### src/rtl/cpu_control_unit_pkg.sv
// CPU control-stage definitions: opcodes, ALU select codes, instruction
// field layout, FSM states and the opcode decoder.
package cpu_control_unit_pkg;

  localparam int FIELD_W  = 8;
  localparam int OPC_LSB  = 24;
  localparam int DST_LSB  = 16;
  localparam int SRC1_LSB = 8;
  localparam int SRC2_LSB = 0;

  localparam logic [7:0] OP_LOADI = 8'h00;
  localparam logic [7:0] OP_MOV   = 8'h01;
  localparam logic [7:0] OP_ADD   = 8'h02;
  localparam logic [7:0] OP_SUB   = 8'h03;
  localparam logic [7:0] OP_AND   = 8'h04;
  localparam logic [7:0] OP_OR    = 8'h05;

  localparam logic [2:0] ALU_FWD = 3'b000;
  localparam logic [2:0] ALU_ADD = 3'b001;
  localparam logic [2:0] ALU_AND = 3'b010;
  localparam logic [2:0] ALU_OR  = 3'b011;

  typedef enum logic [1:0] {
    ST_IDLE = 2'd0,
    ST_EXEC = 2'd1,
    ST_WB   = 2'd2
  } state_t;

  typedef struct packed {
    logic       legal;
    logic [2:0] sel;
    logic       use_imm;  // DATA2 comes from the immediate field
    logic       negate;   // DATA2 is the two's complement of src2 (sub)
  } dec_t;

  function automatic dec_t decode(input logic [7:0] opc);
    dec_t d;
    d = '{legal: 1'b1, sel: ALU_ADD, use_imm: 1'b0, negate: 1'b0};
    case (opc)
      OP_LOADI: begin d.sel = ALU_FWD; d.use_imm = 1'b1; end
      OP_MOV:   d.sel = ALU_FWD;
      OP_ADD:   d.sel = ALU_ADD;
      OP_SUB:   begin d.sel = ALU_ADD; d.negate = 1'b1; end
      OP_AND:   d.sel = ALU_AND;
      OP_OR:    d.sel = ALU_OR;
      default:  d.legal = 1'b0;
    endcase
    return d;
  endfunction

endpackage

### src/rtl/cpu_control_unit_reg_file.sv
// Architectural register file: two async operand reads, async debug read,
// one synchronous write port, synchronous clear.
module cpu_control_unit_reg_file #(
  parameter int DATA_W   = 8,
  parameter int NUM_REGS = 8,
  parameter int AW       = $clog2(NUM_REGS)
) (
  input  logic              clk,
  input  logic              rst,
  input  logic              we,
  input  logic [AW-1:0]     waddr,
  input  logic [DATA_W-1:0] wdata,
  input  logic [AW-1:0]     raddr1,
  output logic [DATA_W-1:0] rdata1,
  input  logic [AW-1:0]     raddr2,
  output logic [DATA_W-1:0] rdata2,
  input  logic [AW-1:0]     dbg_addr,
  output logic [DATA_W-1:0] dbg_data
);

  logic [DATA_W-1:0] mem [NUM_REGS];

  assign rdata1   = mem[raddr1];
  assign rdata2   = mem[raddr2];
  assign dbg_data = mem[dbg_addr];

  // Reset clears every register and takes priority over a pending write.
  always_ff @(posedge clk) begin
    if (rst) begin
      for (int i = 0; i < NUM_REGS; i++) mem[i] <= '0;
    end else if (we) begin
      mem[waddr] <= wdata;
    end
  end

endmodule

### src/rtl/cpu_control_unit.sv
// Multi-cycle control/operand stage in front of the 8-bit ALU: accepts one
// instruction, drives held ALU operands, waits for settle, writes back.
module cpu_control_unit
  import cpu_control_unit_pkg::*;
#(
  parameter int DATA_W   = 8,
  parameter int NUM_REGS = 8,
  parameter int ALU_WAIT = 2
) (
  input  logic              CLK,
  input  logic              RESET,
  input  logic [31:0]       INSTR,
  input  logic              INSTR_VALID,
  output logic              INSTR_READY,
  output logic [DATA_W-1:0] ALU_DATA1,
  output logic [DATA_W-1:0] ALU_DATA2,
  output logic [2:0]        ALU_SELECT,
  input  logic [DATA_W-1:0] ALU_RESULT,
  output logic              DONE,
  output logic              ILLEGAL,
  input  logic [2:0]        DBG_ADDR,
  output logic [DATA_W-1:0] DBG_DATA
);

  localparam int AW = $clog2(NUM_REGS);
  localparam int CW = (ALU_WAIT > 1) ? $clog2(ALU_WAIT) : 1;

  state_t            state;
  logic [CW-1:0]     cnt;
  logic [AW-1:0]     dest_q;
  logic [DATA_W-1:0] result_q;
  logic [DATA_W-1:0] rdata1, rdata2, op2;
  logic [FIELD_W-1:0] opc, imm;
  logic [AW-1:0]     dst_a, src1_a, src2_a;
  logic              we;
  dec_t              dec;
  logic              unused_fields;

  assign opc    = INSTR[OPC_LSB +: FIELD_W];
  assign imm    = INSTR[SRC2_LSB +: FIELD_W];
  assign dst_a  = INSTR[DST_LSB +: AW];
  assign src1_a = INSTR[SRC1_LSB +: AW];
  assign src2_a = INSTR[SRC2_LSB +: AW];
  // Upper bits of the register fields carry no address information.
  assign unused_fields = ^{INSTR[DST_LSB+AW +: FIELD_W-AW], INSTR[SRC1_LSB+AW +: FIELD_W-AW]};

  assign INSTR_READY = (state == ST_IDLE);
  // Illegal instructions reach WB with ILLEGAL set and must not write.
  assign we = (state == ST_WB) && !ILLEGAL;

  cpu_control_unit_reg_file #(.DATA_W(DATA_W), .NUM_REGS(NUM_REGS), .AW(AW)) u_rf (
    .clk      (CLK),
    .rst      (RESET),
    .we       (we),
    .waddr    (dest_q),
    .wdata    (result_q),
    .raddr1   (src1_a),
    .rdata1   (rdata1),
    .raddr2   (src2_a),
    .rdata2   (rdata2),
    .dbg_addr (DBG_ADDR),
    .dbg_data (DBG_DATA)
  );

  // Operand mux: immediate, src2, or negated src2 so sub runs on the adder.
  always_comb begin
    dec = decode(opc);
    op2 = rdata2;
    if (dec.use_imm)     op2 = DATA_W'(imm);
    else if (dec.negate) op2 = -rdata2;
  end

  // Control FSM; ALU operands only change on a legal accept so the ALU
  // never sees glitches between instructions.
  always_ff @(posedge CLK) begin
    if (RESET) begin
      state      <= ST_IDLE;
      cnt        <= '0;
      dest_q     <= '0;
      result_q   <= '0;
      ALU_DATA1  <= '0;
      ALU_DATA2  <= '0;
      ALU_SELECT <= ALU_FWD;
      DONE       <= 1'b0;
      ILLEGAL    <= 1'b0;
    end else begin
      case (state)
        ST_IDLE: begin
          DONE    <= 1'b0;
          ILLEGAL <= 1'b0;
          if (INSTR_VALID) begin
            dest_q <= dst_a;
            if (dec.legal) begin
              ALU_DATA1  <= rdata1;
              ALU_DATA2  <= op2;
              ALU_SELECT <= dec.sel;
              cnt        <= CW'(ALU_WAIT - 1);
              state      <= ST_EXEC;
            end else begin
              DONE    <= 1'b1;
              ILLEGAL <= 1'b1;
              state   <= ST_WB;
            end
          end
        end
        ST_EXEC: begin
          if (cnt == '0) begin
            result_q <= ALU_RESULT;
            DONE     <= 1'b1;
            state    <= ST_WB;
          end else begin
            cnt <= cnt - 1'b1;
          end
        end
        ST_WB: begin
          DONE    <= 1'b0;
          ILLEGAL <= 1'b0;
          state   <= ST_IDLE;
        end
        default: state <= ST_IDLE;
      endcase
    end
  end

endmodule

### config.mk
export PLATFORM = sky130hd
export DESIGN_NAME = cpu_control_unit
export DESIGN_NICKNAME = d
export VERILOG_FILES = /design/src/rtl/cpu_control_unit_pkg.sv /design/src/rtl/cpu_control_unit_reg_file.sv /design/src/rtl/cpu_control_unit.sv
export SDC_FILE = /design/constraint.sdc
export NUM_CORES = 1
export LEC_CHECK = 0
export CAP_MARGIN = 20
export CORE_ASPECT_RATIO = 2
export CORE_MARGIN = 8
export CORE_UTILIZATION = 52
export CTS_BUF_LIST = sky130_fd_sc_hd__clkbuf_4 sky130_fd_sc_hd__clkbuf_8
export DETAILED_ROUTE_END_ITERATION = 16
export PLACE_DENSITY = 0.79
export SLEW_MARGIN = 10
export SYNTH_ARGS = -nofsm -noshare
export SYNTH_HDL_FRONTEND = slang
export SYNTH_HIERARCHICAL = 1
export SYNTH_SLANG_ARGS = --single-unit
### constraint.sdc
create_clock -name CLK -period 2.78 [get_ports CLK]
set_input_delay 0.834 -clock CLK [delete_from_list [all_inputs] [get_ports CLK]]
set_output_delay 0.834 -clock CLK [all_outputs]
set_load 0.03 [all_outputs]
Yosys cells after proc, flatten, opt, wreduce, memory -nomap -nowiden:

Memory sizes are Yosys's and may differ from the RTL's. A register that Yosys moved wholly into a read port is not among the register bits.
Index checks and enable logic that the tools add are counted.

* word-level logic and storage cells: 65
* RAM bits: 64
* input port bits: 46
* bits in read-only memories: 0
* output and inout bits: 30
* flip-flop bits (word level): 27
* bits in latches: 0
* memories kept: 1

* $lt $le $gt $ge: 0
* eq/ne operators: 10
* div/mod/pow operators: 0
* add/sub/neg operators: 2
* multipliers: 0
* bitwise operators: 1
* mux-type cells: 27
* shift operators: 0
* reductions and logical operators: 16

Memory list
* u_rf.mem: words 8, bits a word 8, read ports 3, clocked after memory_dff 1, write ports 8, RTL line cpu_control_unit_reg_file.sv:21 `logic [DATA_W-1:0] mem [NUM_REGS];`

Operators with widths (count)
* 2-to-1 mux 8 bit: 3
* == test 8 x 2 -> 1 bit, second input constant: 2
* == test 8 x 3 -> 1 bit, second input constant: 2
* 2-to-1 mux 1 bit: 15
* == test 8 x 1 -> 1 bit, second input constant: 1
* zero test 8 bit: 1
* negation 8 bit: 1
* AND reduction 2 bit: 4
* OR reduction 8 bit: 1
* 2-to-1 mux 2 bit: 3
* case mux 2 bit (3 select lines): 1
* AND reduction 3 bit: 2
* OR reduction 6 bit: 1
* != test 2 bit, second input constant: 2
* case mux 1 bit (2 select lines): 2
* case mux 2 bit (2 select lines): 1
* nonzero test 2 bit: 2
* 2-to-1 mux 3 bit: 1
* case mux 1 bit (3 select lines): 1
* nonzero test 3 bit: 1
* == test 2 x 1 -> 1 bit, second input constant: 1
* == test 2 bit, second input constant: 1
* zero test 2 bit: 1
* != test 2 x 1 -> 1 bit, second input constant: 1
* 5 further kinds: 5

Depth between registers and ports, before layout:

* depth after elaboration: 7
* depth in mapped cells: 10
* mapped depth without buffers: 8

By module:

Netlist, hierarchy kept.

By module, submodules not included
* cpu_control_unit_reg_file: instances 1, area an instance 4065.1 µm², sequential area each 1921.8 µm², cells an instance 251
* cpu_control_unit: instances 1, area an instance 1789.2 µm², sequential area each 680.7 µm², cells an instance 219

Worst setup path before layout:

Ideal clock, no wire load.

* kind: input to register
* from: input port INSTR[0]
* to: register ALU_DATA2[4]
* buffers on the path: 2
* arrival: 2.894 ns
* stages on the path: 10
* path slack: -0.181 ns
* data required time: 2.713 ns
* library setup time: 0.067 ns
* path through: buf_6 -> buf_12 -> mux4_1 -> mux2_2 -> inv_1 -> ha_1 -> nor3b_1 -> o22ai_1 -> a211o_1 -> o21ai_2

* word-level cells in the longest chain between the ends: 4

Ends and longest elaborated chain
* from (decl): RTL line cpu_control_unit.sv:12 `input logic [31:0] INSTR,`
* memory read (8 x 8 bit)
* via rdata2[1]: RTL line cpu_control_unit.sv:32 `logic [DATA_W-1:0] rdata1, rdata2, op2;`
* negation 8 bit: RTL line cpu_control_unit.sv:70 `else if (dec.negate) op2 = -rdata2;`
* 2-to-1 mux 8 bit: RTL line cpu_control_unit.sv:70
* 2-to-1 mux 8 bit: RTL line cpu_control_unit.sv:69 `if (dec.use_imm) op2 = DATA_W'(imm);`
* to (signal assigned): RTL line cpu_control_unit.sv:95 `ALU_DATA2 <= op2;`
* to (decl): RTL line cpu_control_unit.sv:16 `output logic [DATA_W-1:0] ALU_DATA2,`

The timed path passes the listed nets, and every way through them passes these cells.
A chain may end at the register's enable or synchronous reset.

Final worst setup path:

* from: input port DBG_ADDR[0]
* to: output port DBG_DATA[4]

* word-level cells in the longest chain between the ends: 1

Ends and longest elaborated chain
* from (decl): RTL line cpu_control_unit.sv:21 `input logic [2:0] DBG_ADDR,`
* memory read (8 x 8 bit)
* to (decl): RTL line cpu_control_unit.sv:22 `output logic [DATA_W-1:0] DBG_DATA`

No other way between the ends.

==> results.yml <==
power_and_ir_drop:
  vdd_ir_drop_max_mv: 0.465
  power_density_over_the_cells_mw_per_mm2: 434
  power.static_leakage_nw: 2.67
  post-layout-total-power_mw: 3.18
outcome:
  outcome: "finished with violations"
  failed_checks: "setup timing"
setup_path:
  rr_worst_depth: 6
  cp_cell_sequence: "buf_8, buf_12, buf_12, mux4_2, mux2_4, buf_6"
  worst-setup-path-type: "input pin to output pin"
  critPathMostFrequentCell: "buf_12"
  critical_path_fanouts_max: 6
  startpoint_type_of_the_worst_setup_path: "input pin"
  critical_path.endpoint_type: "output pin"
  cp.arrival_ns: 2.10
  timing.critical_path.slowest_stage_cell: "mux4_2"
  required_ns: 1.95
  timing.critical_path.slowest_cell_delay_ns: 0.52
timing:
  timing.final.hold_violations: 0
  grt_setup_unrepaired: "true"
  setup_viol: 8
  maxSlewHeadroom: 0.486
  worst_slack_ns: -0.154
  timing.clock.skew_ns: 0.0194
  final.min_clock_period_ns: 2.93
  slew_viol_final: 0
  min_period_over_period: 1.06
  fmaxAchievable_mhz: 341
  worst_pin_slew_ns: 0.771
final_layout:
  num-nets-final: 617
  area_delta_synth_final_pct: 25.1
  ant_diodes: 0
  final_layout_size_suffix_gt1_frac: 0.271
  final-seq-area_mm2: 0.00260
  final_cell_area_mm2: 0.00732
  fin_cells: 714
  multi_input_comb_area_mm2: 0.00295
  share_of_the_core_filled_with_cells_in_the_final_layout: 0.657
  filler_cell_count: 863
clock_network:
  cts_sinks: 98
  worstSkewPairLatency_ns: 0.38
  longest_clk_path_bufs: 2
  cts_root_buf: "clkbuf_8"
  cts_made_buffers: 9
  clkSlewWorstSetupHoldPaths_ns: 0.10
  htreeDepth: 3
  cts_tree: "built"
route:
  drt_first_pass_iters: 5
  wl_per_cell_um: 22.7
  via_per_inst: 6.37
  dr_total_vias: 4546
  totalWireLength_mm: 16.2
  ant_nets: 0
  iter_0_drt_violations: 443
  remaining_drc_errors: 0
die:
  dieWidth_um: 91.0
  floorplan.die.height_um: 166
  initial_core_utilization: 0.525
  boundaryPins: 76
  fp.dieArea_mm2: 0.0151
  rows: 55
  core_area_mm2: 0.0111
synthesis:
  asyncSetResetFlopFracSynth: 0
  post-synth-top-count-cell: "nor3_1"
  cell_count_after_synthesis: 470
  synth.yosys.seq_area_share: 0.445
  synth_top_cell_area_share: 0.328
  synth_top_area_cell: "edfxtp_1"
  syn-mean-instance-area_um2: 12.5
  postSynthRegisterBits: 98
  yosysUniqueCellTypes: 59
  syn-num-nets: 520
  synthTopCellsByArea: "edfxtp_1 (33%), mux4_1 (18%), dfxtp_1 (12%), nor3_1 (6.2%), mux2_2 (4.6%)"
  number_of_enable_type_register_cells_in_the_synthesized_netlist: 64
  synth-warning-count: 6
  synth_top_flop_cell: "edfxtp_1"
  synth_common_cells: "nor3_1 (72), edfxtp_1 (64), mux4_1 (41)"
  mappedNetlistArea_mm2: 0.00585
global_route:
  global_route.usage.total: 0.206
  via_count_of_the_first_global_routing_pass: 4541
  overflow: 0
  first_pass_grt_wire_length_mm: 24.5
  pin_count_of_the_biggest_net_entering_global_routing: 43
  initial_antenna_violation_count: 0
place:
  gp_congestion: 0.881
  post_dp_cell_area_mm2: 0.00694
  io_buffer_count: 64
  dpl.hpwl_mm: 10.9
  dpl.cell_count: 683
worst_hold_path:
  hp-class: "flip-flop to flip-flop"
  hold_depth: 2
run:
  drv_cap: 0
-- placed cells by master, fill, tap and decap left out, types with 3 or more instances in the layout --
master           netlist  final
nor2b_1                4      4
mux4_1                41     29
inv_1                 11      9
edfxtp_1              64     64
ha_1                   4      3
buf_12                 3      9
nor3_1                72     71
mux4_2                 7     19
dfxtp_1               34     34
nor2_1                18     18
nand3_1                8      8
a211oi_1               5      5
clkinv_1               8      8
buf_6                  5      9
mux2_4                 0     13
o21ai_0                7      7
mux2_2                24     11
a21oi_1               22     22
buf_4                  2     55
nand3b_1               5      5
mux2i_1                9      9
o21bai_1               8      8
nand2_1               28     28
nor4_1                 4      3
clkbuf_8               0     10
clkdlybuf4s50_1        0     50
-- cell families after synthesis --
kind of cell	after synthesis	share of synthesized area
multiplexers	81	0.272
buffers and inverters	65	0.0594
adder cells (fa/ha/maj)	4	0.00855
other	1	0.000641
AO/OA/AOI/OAI	68	0.0808
flip-flops	98	0.445
AND/OR/NAND/NOR	152	0.132
XOR/XNOR	1	0.00150
-- critical path, delay by kind of cell --
kind                   cells  cell delay, ns
buffers and inverters      4            0.46
multiplexers               2            0.81
-- cell type report --
cell class,instances,share of cell area
well taps,142,0.0243
clock inverters,6,0.00581
clock buffers,10,0.0188
inverters,19,0.0101
flip-flops and latches,98,0.355
multi-input cells,307,0.403
repair buffers,132,0.183
-- through the flow --
step / TNS, ns / setup slack, ns / hold slack (ns)
floorplan: -0.0209 / -0.0209 / 0.445
finish: -0.821 / -0.154 / 0.467
global route: -1.09 / -0.179 / 0.504
detailed placement: -11.35 / -0.994 / 0.452
global placement: -10.55 / -0.949 / 0.443
CTS: -0.885 / -0.153 / 0.465
-- final timing paths --
check	start	end	slack [ns]
setup / recovery	DBG_ADDR[0]	DBG_DATA[4]	-0.15
hold / removal	ALU_DATA1[7]	ALU_DATA1[7]	0.47
setup reg to reg	u_rf/mem[3][3]	ALU_DATA2[7]	0.43
hold reg to reg	ALU_DATA1[7]	ALU_DATA1[7]	0.47
-- registers in the layout, summed over array words and instances, names as in the netlist --
| signal | count |
|---|---|
| ILLEGAL | 1 |
| DONE | 1 |
| ALU_DATA1 | 8 |
| u_rf/mem | 64 |
| state | 2 |
| ALU_DATA2 | 8 |
| cnt | 1 |
| ALU_SELECT | 2 |
| result_q | 8 |
| dest_q | 3 |
-- layer usage --
layer  share of wire  GRT usage  vias to the layer above
met3           0.075     0.0512                       58
met4           0.048      0.123                        0
li1                -          -                     2042
met5               0          0                        -
met1            0.37      0.234                     2196
met2            0.51      0.339                      250
-- power by group --
part           internal (mW)  leakage, nW  switching (mW)
Combinational          0.355         1.64           0.327
Clock                  0.350       0.0882           0.513
Sequential              1.59        0.937          0.0438
-- what timing repair did --
item | CTS | global route
resized for setup | 70 | 9
hold buffers | 0 | 0
cloned | 2 | 2
setup buffers | 2 | 10
endpoints found under the setup margin | 15 | 14
pin swaps | 1 | 2
(Power assumes the default switching activity.)
